## src/rtl/alu_iter.sv

```systemverilog
// alu_iter: multi-cycle ALU with a single-cycle path for add/sub/logic ops
// and an iterative path (one bit per cycle) for multiply, divide and modulo.
//
// Ports:
//   clk, rst_n      clock (rising edge) and asynchronous active-low reset
//   start           request, sampled only while idle
//   op              opcode: 0 ADD, 1 SUB, 2 AND, 3 OR, 4 XOR, 5 NOTA,
//                   6 MULLO, 7 MULHI, 8 DIV, 9 MOD, 10-15 reserved
//   a, b            operands, latched on the accept edge
//   signed_en       two's-complement mode for MUL/DIV/MOD
//   use_carry       enables carryin on ADD/SUB
//   carryin         carry-in value
//   busy            high whenever the FSM is not idle
//   done            one-cycle pulse when result/flags have been updated
//   result          registered result, held until the next done
//   carryout, overout, zero, neg, div_by_zero   registered flags
module alu_iter #(
    parameter int WIDTH = 8
) (
    input  logic             clk,
    input  logic             rst_n,
    input  logic             start,
    input  logic [3:0]       op,
    input  logic [WIDTH-1:0] a,
    input  logic [WIDTH-1:0] b,
    input  logic             signed_en,
    input  logic             use_carry,
    input  logic             carryin,
    output logic             busy,
    output logic             done,
    output logic [WIDTH-1:0] result,
    output logic             carryout,
    output logic             overout,
    output logic             zero,
    output logic             neg,
    output logic             div_by_zero
);

    localparam int CW = $clog2(WIDTH + 1);
    localparam logic [CW-1:0]    LAST_ITER = CW'(WIDTH - 1);
    localparam logic [WIDTH-1:0] SMIN      = {1'b1, {(WIDTH-1){1'b0}}};

    typedef enum logic [1:0] { IDLE, EXEC, ITER, FINAL } state_e;

    typedef enum logic [3:0] {
        OP_ADD   = 4'd0,
        OP_SUB   = 4'd1,
        OP_AND   = 4'd2,
        OP_OR    = 4'd3,
        OP_XOR   = 4'd4,
        OP_NOTA  = 4'd5,
        OP_MULLO = 4'd6,
        OP_MULHI = 4'd7,
        OP_DIV   = 4'd8,
        OP_MOD   = 4'd9
    } op_e;

    state_e state, state_nxt;
    logic [CW-1:0] cnt;

    // operands captured on the accept edge
    logic [3:0]       op_r;
    logic [WIDTH-1:0] a_r, b_r;
    logic             sgn_r, uc_r, ci_r;

    // iterative datapath
    logic [2*WIDTH-1:0] acc, mcand;
    logic [WIDTH-1:0]   mplier, rem, quo, dvsr;

    logic             a_neg, b_neg, is_mul, is_iter;
    logic [WIDTH-1:0] mag_a, mag_b;
    logic [WIDTH:0]   shifted;
    logic [WIDTH+1:0] diff;
    logic             fits;

    logic [2*WIDTH-1:0] prod;
    logic [WIDTH-1:0]   quo_s, rem_s;
    logic               mul_ovf, min_neg1;

    logic [WIDTH:0]   sum;
    logic [WIDTH-1:0] res_nxt;
    logic             cout_nxt, ovf_nxt, dbz_nxt, commit;

    assign a_neg   = sgn_r & a_r[WIDTH-1];
    assign b_neg   = sgn_r & b_r[WIDTH-1];
    assign mag_a   = a_neg ? -a_r : a_r;
    assign mag_b   = b_neg ? -b_r : b_r;
    assign is_mul  = (op_r == OP_MULLO) || (op_r == OP_MULHI);
    assign is_iter = is_mul || (op_r == OP_DIV) || (op_r == OP_MOD);

    // Restoring-division trial subtract; a clear top pair means no underflow.
    assign shifted = {rem, quo[WIDTH-1]};
    assign diff    = {1'b0, shifted} - {2'b00, dvsr};
    assign fits    = (diff[WIDTH+1:WIDTH] == 2'b00);

    // Sign fix-up applied after the magnitude iterations.
    assign prod     = (a_neg ^ b_neg) ? -acc : acc;
    assign quo_s    = (a_neg ^ b_neg) ? -quo : quo;
    assign rem_s    = a_neg ? -rem : rem;
    assign mul_ovf  = sgn_r ? ~((&prod[2*WIDTH-1:WIDTH-1]) | ~(|prod[2*WIDTH-1:WIDTH-1]))
                            : (|prod[2*WIDTH-1:WIDTH]);
    assign min_neg1 = sgn_r && (a_r == SMIN) && (b_r == '1);

    assign commit = ((state == EXEC) && !is_iter) || (state == FINAL);

    // ---------------- FSM: state register ----------------
    always_ff @(posedge clk or negedge rst_n) begin
        if (!rst_n) begin
            state <= IDLE;
        end else begin
            state <= state_nxt;
        end
    end

    // ---------------- FSM: next state ----------------
    always_comb begin
        state_nxt = state;
        unique case (state)
            IDLE:    if (start) state_nxt = EXEC;
            EXEC:    state_nxt = is_iter ? ITER : IDLE;
            ITER:    if (cnt == LAST_ITER) state_nxt = FINAL;
            FINAL:   state_nxt = IDLE;
            default: state_nxt = IDLE;
        endcase
    end

    // ---------------- FSM: outputs ----------------
    always_comb begin
        busy = (state != IDLE);
    end

    // ---------------- operand capture and iteration ----------------
    always_ff @(posedge clk or negedge rst_n) begin
        if (!rst_n) begin
            cnt    <= '0;
            op_r   <= '0;
            a_r    <= '0;
            b_r    <= '0;
            sgn_r  <= 1'b0;
            uc_r   <= 1'b0;
            ci_r   <= 1'b0;
            acc    <= '0;
            mcand  <= '0;
            mplier <= '0;
            rem    <= '0;
            quo    <= '0;
            dvsr   <= '0;
        end else begin
            case (state)
                IDLE: begin
                    if (start) begin
                        op_r  <= op;
                        a_r   <= a;
                        b_r   <= b;
                        sgn_r <= signed_en;
                        uc_r  <= use_carry;
                        ci_r  <= carryin;
                    end
                end
                EXEC: begin
                    cnt    <= '0;
                    acc    <= '0;
                    mcand  <= {{WIDTH{1'b0}}, mag_a};
                    mplier <= mag_b;
                    rem    <= '0;
                    quo    <= mag_a;
                    dvsr   <= mag_b;
                end
                ITER: begin
                    cnt <= cnt + CW'(1);
                    if (is_mul) begin
                        if (mplier[0]) acc <= acc + mcand;
                        mcand  <= mcand << 1;
                        mplier <= mplier >> 1;
                    end else if (fits) begin
                        rem <= diff[WIDTH-1:0];
                        quo <= {quo[WIDTH-2:0], 1'b1};
                    end else begin
                        rem <= shifted[WIDTH-1:0];
                        quo <= {quo[WIDTH-2:0], 1'b0};
                    end
                end
                default: ;
            endcase
        end
    end

    // ---------------- result selection ----------------
    always_comb begin
        sum      = '0;
        res_nxt  = '0;
        cout_nxt = 1'b0;
        ovf_nxt  = 1'b0;
        dbz_nxt  = 1'b0;
        if (state == EXEC) begin
            case (op_r)
                OP_ADD: begin
                    sum      = {1'b0, a_r} + {1'b0, b_r} + {{WIDTH{1'b0}}, uc_r & ci_r};
                    res_nxt  = sum[WIDTH-1:0];
                    cout_nxt = sum[WIDTH];
                    ovf_nxt  = (a_r[WIDTH-1] == b_r[WIDTH-1]) && (sum[WIDTH-1] != a_r[WIDTH-1]);
                end
                OP_SUB: begin
                    sum      = {1'b0, a_r} + {1'b0, ~b_r} + {{WIDTH{1'b0}}, (uc_r ? ci_r : 1'b1)};
                    res_nxt  = sum[WIDTH-1:0];
                    cout_nxt = sum[WIDTH];
                    ovf_nxt  = (a_r[WIDTH-1] == ~b_r[WIDTH-1]) && (sum[WIDTH-1] != a_r[WIDTH-1]);
                end
                OP_AND:  res_nxt = a_r & b_r;
                OP_OR:   res_nxt = a_r | b_r;
                OP_XOR:  res_nxt = a_r ^ b_r;
                OP_NOTA: res_nxt = ~a_r;
                default: ;
            endcase
        end else if (state == FINAL) begin
            case (op_r)
                OP_MULLO: begin
                    res_nxt = prod[WIDTH-1:0];
                    ovf_nxt = mul_ovf;
                end
                OP_MULHI: begin
                    res_nxt = prod[2*WIDTH-1:WIDTH];
                    ovf_nxt = mul_ovf;
                end
                OP_DIV: begin
                    if (b_r == '0) begin
                        res_nxt = '1;
                        dbz_nxt = 1'b1;
                    end else begin
                        // MIN/-1 negates back to MIN naturally; only the flag is extra
                        res_nxt = quo_s;
                        ovf_nxt = min_neg1;
                    end
                end
                OP_MOD: begin
                    if (b_r == '0) begin
                        res_nxt = a_r;
                        dbz_nxt = 1'b1;
                    end else begin
                        res_nxt = rem_s;
                    end
                end
                default: ;
            endcase
        end
    end

    // ---------------- registered outputs ----------------
    always_ff @(posedge clk or negedge rst_n) begin
        if (!rst_n) begin
            done        <= 1'b0;
            result      <= '0;
            carryout    <= 1'b0;
            overout     <= 1'b0;
            zero        <= 1'b0;
            neg         <= 1'b0;
            div_by_zero <= 1'b0;
        end else begin
            done <= commit;
            if (commit) begin
                result      <= res_nxt;
                carryout    <= cout_nxt;
                overout     <= ovf_nxt;
                zero        <= (res_nxt == '0);
                neg         <= res_nxt[WIDTH-1];
                div_by_zero <= dbz_nxt;
            end
        end
    end

endmodule

```

## config.mk

```make
export PLATFORM = sky130hd
export DESIGN_NAME = alu_iter
export DESIGN_NICKNAME = d
export VERILOG_FILES = /design/src/rtl/alu_iter.sv
export SDC_FILE = /design/constraint.sdc
export NUM_CORES = 1
export LEC_CHECK = 0
export CORE_ASPECT_RATIO = 0.75
export CORE_MARGIN = 4
export CORE_UTILIZATION = 25
export DETAILED_ROUTE_END_ITERATION = 7
export PLACE_DENSITY = 0.39
export RECOVER_POWER = 50
export REMOVE_ABC_BUFFERS = 1
export SLEW_MARGIN = 30
export SYNTH_ARGS = -nofsm -noshare
export SYNTH_HDL_FRONTEND = slang
export SYNTH_SLANG_ARGS = --single-unit
```

## constraint.sdc

```tcl
create_clock -name clk -period 2.9 [get_ports clk]
set_input_delay 0.725 -clock clk [delete_from_list [all_inputs] [get_ports clk]]
set_output_delay 0.725 -clock clk [all_outputs]
set_load 0.1 [all_outputs]
```

Word-level counts from Yosys, hierarchy flattened
Index checks and enable logic that the tools add are counted.
- input port bits: 26
- bits in registers: 107
- output and inout port bits: 15
- logic and storage cells: 139
- equal/unequal tests: 24
- add/subtract/negate cells: 12
- multiplexer cells: 42
- reduce and logical (&&, ||, !) cells: 27
- bitwise logic cells: 13
- operators with widths (operator ; count):
    $mux W8 ; 12
    $mux W16 ; 4
    $pmux W16 S2 ; 2
    $pmux W8 S2 ; 3
    $pmux W8 S6 ; 1
    $neg A8 Y8 ; 4
    $pmux W8 S4 ; 1
    $eq A4 B3 Y1 const B ; 5
    $add A8 B8 Y9 ; 2
    $add A9 B1 Y9 ; 2
    $add A16 B16 Y16 ; 1
    $eq A8 B8 Y1 const B ; 2
    $logic_not A8 Y1 ; 2
    $neg A16 Y16 ; 1
    $not A8 Y8 ; 2
    $mux W1 ; 11
    $ne A2 B2 Y1 const B ; 5
    $sub A9 B8 Y10 ; 1
    $reduce_and A9 Y1 ; 1
    $reduce_or A9 Y1 ; 1
    $and A8 B8 Y8 ; 1
    $eq A4 B2 Y1 const B ; 2
    $eq A4 B4 Y1 const B ; 2
    $or A8 B8 Y8 ; 1
    25 further kinds ; 49

Longest topological paths before layout
- depth after elaboration: 11
- gate-level depth with buffers: 13
- mapped depth without buffers: 12

Worst setup path before layout
Ideal clock, no wire load.
- path kind: reg-to-reg
- from: reg acc[4]
- to: reg zero
- buffers on the path: 1
- slack: -0.327 ns
- data arrival time: 3.123 ns
- stages on the path, launching flop included: 10
- required time: 2.797 ns
- cell sequence: dfrtp_1 or4_1 buf_2 or4_4 o31ai_4 xnor2_1 a2111oi_2 o32ai_1 or4b_1 o41ai_2
- longest elaborated chain between the ends: 6
- ends and longest elaborated chain (what ; line ; source):
    from (decl) ; 67 ; logic [2*WIDTH-1:0] acc, mcand;
    from (signal assigned) ; 172 ; if (mplier[0]) acc <= acc + mcand;
    $neg A16 Y16 ; 97 ; assign prod = (a_neg ^ b_neg) ? -acc : acc;
    $mux W16 * ; 97 ;
    $pmux W8 S4 * ; 216 ; case (op_r)
    $mux W8 * ; 215 ; end else if (state == FINAL) begin
    $mux W8 * ; 195 ; if (state == EXEC) begin
    $logic_not A8 Y1 * ; 264 ; zero <= (res_nxt == '0);
    to (signal assigned) ; 264 ;
    to (decl) ; 34 ; output logic zero,
Mark *: on every way between the ends. The rest lies on a longest branch, timed or not.
A chain may end at the register's enable or synchronous reset.

Worst setup path after layout
- from: reg uc_r
- to: reg zero
- longest elaborated chain between the ends: 5
- elaborated cells on any way between the ends: 7
- ends and longest elaborated chain (what ; line ; source):
    from (decl) ; 64 ; logic sgn_r, uc_r, ci_r;
    from (signal assigned) ; 156 ; uc_r <= use_carry;
    $mux W1 or $and A1 B1 Y1 (tied branches) ; 204, 198 ;
    $add A9 B1 Y9 (on tied branches) ; 204, 198 ;
    $pmux W8 S6 * ; 196 ; case (op_r)
    $mux W8 * ; 195 ;
    $logic_not A8 Y1 * ; 264 ;
Marked as above.

==> summary.md <==
| Metric | Value |
|---|---|
| Gr busiest metal | met1 |
| Met1 Usage GRT | 0.263 |
| Pre-Repair DR Iteration Count | 5 |
| Row count | 56 |
| Setup Skew | 0.0101 ns |
| Slew headroom | -0.00508 |
| Post-synthesis cell area | 8030 um^2 |
| Grt total ovfl | 0 |
| Final hold viol count | 0 |
| Diode count | 0 |
| Share of post-route cells with drive strength above 1 | 0.247 |
| TritonCTS Buffers | 9 |
| Max Slew Vio Count | 27 |
| Hold WC Path Type | register to register |
| Post-synthesis sequential area ratio | 0.330 |
| Via density | 4.91 |
| Yosys top cell area share | 0.330 |
| Placed Area | 10,100 um^2 |
| Initial antenna violation count | 0 |
| Core area | 31,500 um^2 |
| Top post-synthesis cells by area | dfrtp_1 33%, ha_1 9.3%, o21ai_0 4.6% |
| CP arrival | 3.38 ns |
| Met3 Resource Use GR | 0.0359 |
| Layout area overhead | 31.5% |
| Synth Flop Type | dfrtp_1 |
| CP max-delay cell | mux4_2 |
| Leading cell type in the layout, fill and taps excluded | buf_4 |
| Min cycle time layout | 3.11 ns |
| # setup viols final | 3 |
| Post-Syn Instances | 920 |
| Period utilisation layout | 1.07 |
| Worst Setup Slack, final | -0.207 ns |
| WP buf/inv | 0 |
| Number of synthesized flops with an enable pin | 0 |
| Clock Latency Late Sink | 0.38 ns |
| Boundary pin count | 41 |
| Failing checks | max-capacitance violations, max-slew violations, negative setup slack |
| Drc violations | 0 |
| Largest net degree at the start of global routing | 43 |
| Vias in the first global route | 7,234 |
| Nets | 1,197 |
| CP max FO | 3 |
| Gr usage total | 0.163 |
| CTS Root Cell | clkbuf_16 |
| Run status | finished with violations |
| Max Cap Viol | 1 |
| CTS tree | built |
| Total die area | 35,100 um^2 |
| Worst vdd ir | 0.652 mV |
| H-tree Lvls | 3 |
| Global placer's final weighted congestion | 0.875 |
| DRT iter0 DRCs | 563 |
| Yosys reg bits | 106 |
| Avg WL per Cell | 18.5 um |
| PD cells | 1150 nW/um^2 |
| RSZ-0062 raised after global routing | yes |
| Hpwl dp | 22,700 um |
| Most frequent cells in the layout | 184 x buf_4, 104 x dfrtp_1, 73 x nor2_1, 73 x nand2_1, 68 x o21ai_0 |
| Die width | 215 um |
| Antenna Violating Nets Remaining | 0 |
| Syn Area/Cell | 8.73 um^2 |
| Critical-path cell list | and2_1 > fa_1 > mux4_2 > a221o_1 > a221o_1 > nor2_1 > or4b_4 > o41ai_2 |
| Fmax | 322 MHz |
| Final instance area | 10,600 um^2 |
| CP Capture Type | register |
| Setup total negative slack | -0.290 ns |
| Crit-path most repeated cell | a221o_1 |
| Worst Setup Slack post-DPL | -0.443 ns |
| Crit Path Category | register to register |
| Distinct cells, synth | 75 |
| Slowest stage delay, CP | 0.48 ns |
| DR vias | 7,449 |
| Clock sink total | 106 |
| Initial Util | 0.255 |
| Synth async-reset ratio | 1.00 |
| First-pass GRT wire length | 44,000 um |
| Cell taking the most area after synthesis | dfrtp_1 |
| DIE HEIGHT | 163 um |
| Reg clk slew, reported paths | 0.08 ns |
| Met2 usage | 0.219 |
| CP startpoint kind | register |
| Clk buf depth | 2 |
| Wirelength, routed | 28,100 um |
| WP data required | 3.18 ns |
| Slew @ Worst Pin | 1.51 ns |
| Top delay family on crit path | compound AO/OA/AOI/OAI gates |
| Leakage | 4.87 nW |
| Port-buffer cells | 40 |
| Ys Warns | 0 |
per-layer routing:
metal / part of all wire / routed length, um
met2: 0.39 / 10800
met1: 0.56 / 15600
met3: 0.050 / 1400
met4: 0.0086 / 242
met5: 0 / 0
timing repair:
action,4_1_cts,5_1_grt
gates resized for setup,19,27
pin swaps,10,14
hold buffers,0,0
endpoints found under the setup margin,8,17
setup buffers,2,4
state kept, by name, summed over array words and instances (netlist names), 4 cells and up, named ones only:
register and count:
op_r 4, mplier 8, b_r 8, a_r 8, cnt 4, rem 8, acc 16, mcand 16
result 8, dvsr 8, quo 8
cell type report:
type	count	area [um^2]
clock buffers	10	229
clock inverters	6	53.8
fillers	3338	20900
inverters	57	214
multi-input cells	716	5200
flip-flops and latches	106	2660
well taps	406	508
repair buffers	215	1700
synthesized netlist by cell type (4+ instances only):
library cell / number
a211oi_1: 6
o31ai_1: 8
o221ai_1: 5
a22o_1: 12
fa_1: 6
a221oi_1: 5
o41ai_1: 4
nor2_1: 74
clkbuf_1: 32
a31oi_1: 12
dfrtp_1: 106
xnor2_1: 29
mux2_2: 28
a21o_1: 18
and2_1: 7
nand4_1: 5
buf_1: 7
o21ai_0: 74
nand2_1: 73
ha_1: 60
o21bai_1: 5
nor3b_1: 6
nand2b_1: 8
mux2i_1: 20
o22ai_1: 14
nor2b_1: 7
and3_1: 7
o211ai_1: 8
nand3_1: 26
inv_1: 56
or3_1: 9
xor2_1: 27
nor3_1: 26
a21oi_1: 65
worst min-delay path: stages, from the launching register on:
cell and delay (ns):
dfrtp_1 0.35, nand2_1 0.04, o21ai_0 0.06
power by group:
part	switching, mW	internal (mW)	total [mW]
clock network	0.665	0.604	1.27
registers	0.516	1.98	2.50
logic	4.88	3.47	8.35
total	6.06	6.06	12.1
per-stage QoR:
step                instances  utilization  power, mW  hold slack [ns]
finish                   1516        0.336       12.1            0.488
global route             1516        0.336       13.1            0.517
CTS                      1512        0.333       12.0            0.260
detailed placement       1494        0.320       10.6            0.476
global placement         1494        0.320       10.6            0.472
floorplan                 879            -       7.04            0.429
cell families after synthesis:
group                    after synthesis  synth area share
XOR/XNOR                              56            0.0611
multiplexers                          49            0.0670
flip-flops                           106             0.330
AND/OR/NAND/NOR                      268             0.161
AO/OA/AOI/OAI                        277             0.226
buffers and inverters                 98            0.0464
adder cells (fa/ha/maj)               66             0.108
path summary, 6_finish.rpt:
kind	startpoint	slack, ns	depth (start not counted)	to
min in group asynchronous	rst_n	0.70	1	mcand[13]
max in group asynchronous	rst_n	0.44	2	b_r[4]
min	mplier[2]	0.49	2	mplier[2]
min reg2reg	mplier[2]	0.49	2	mplier[2]
max reg2reg	uc_r	-0.21	8	zero
max	uc_r	-0.21	8	zero
Power figures use the tool's default switching activity.
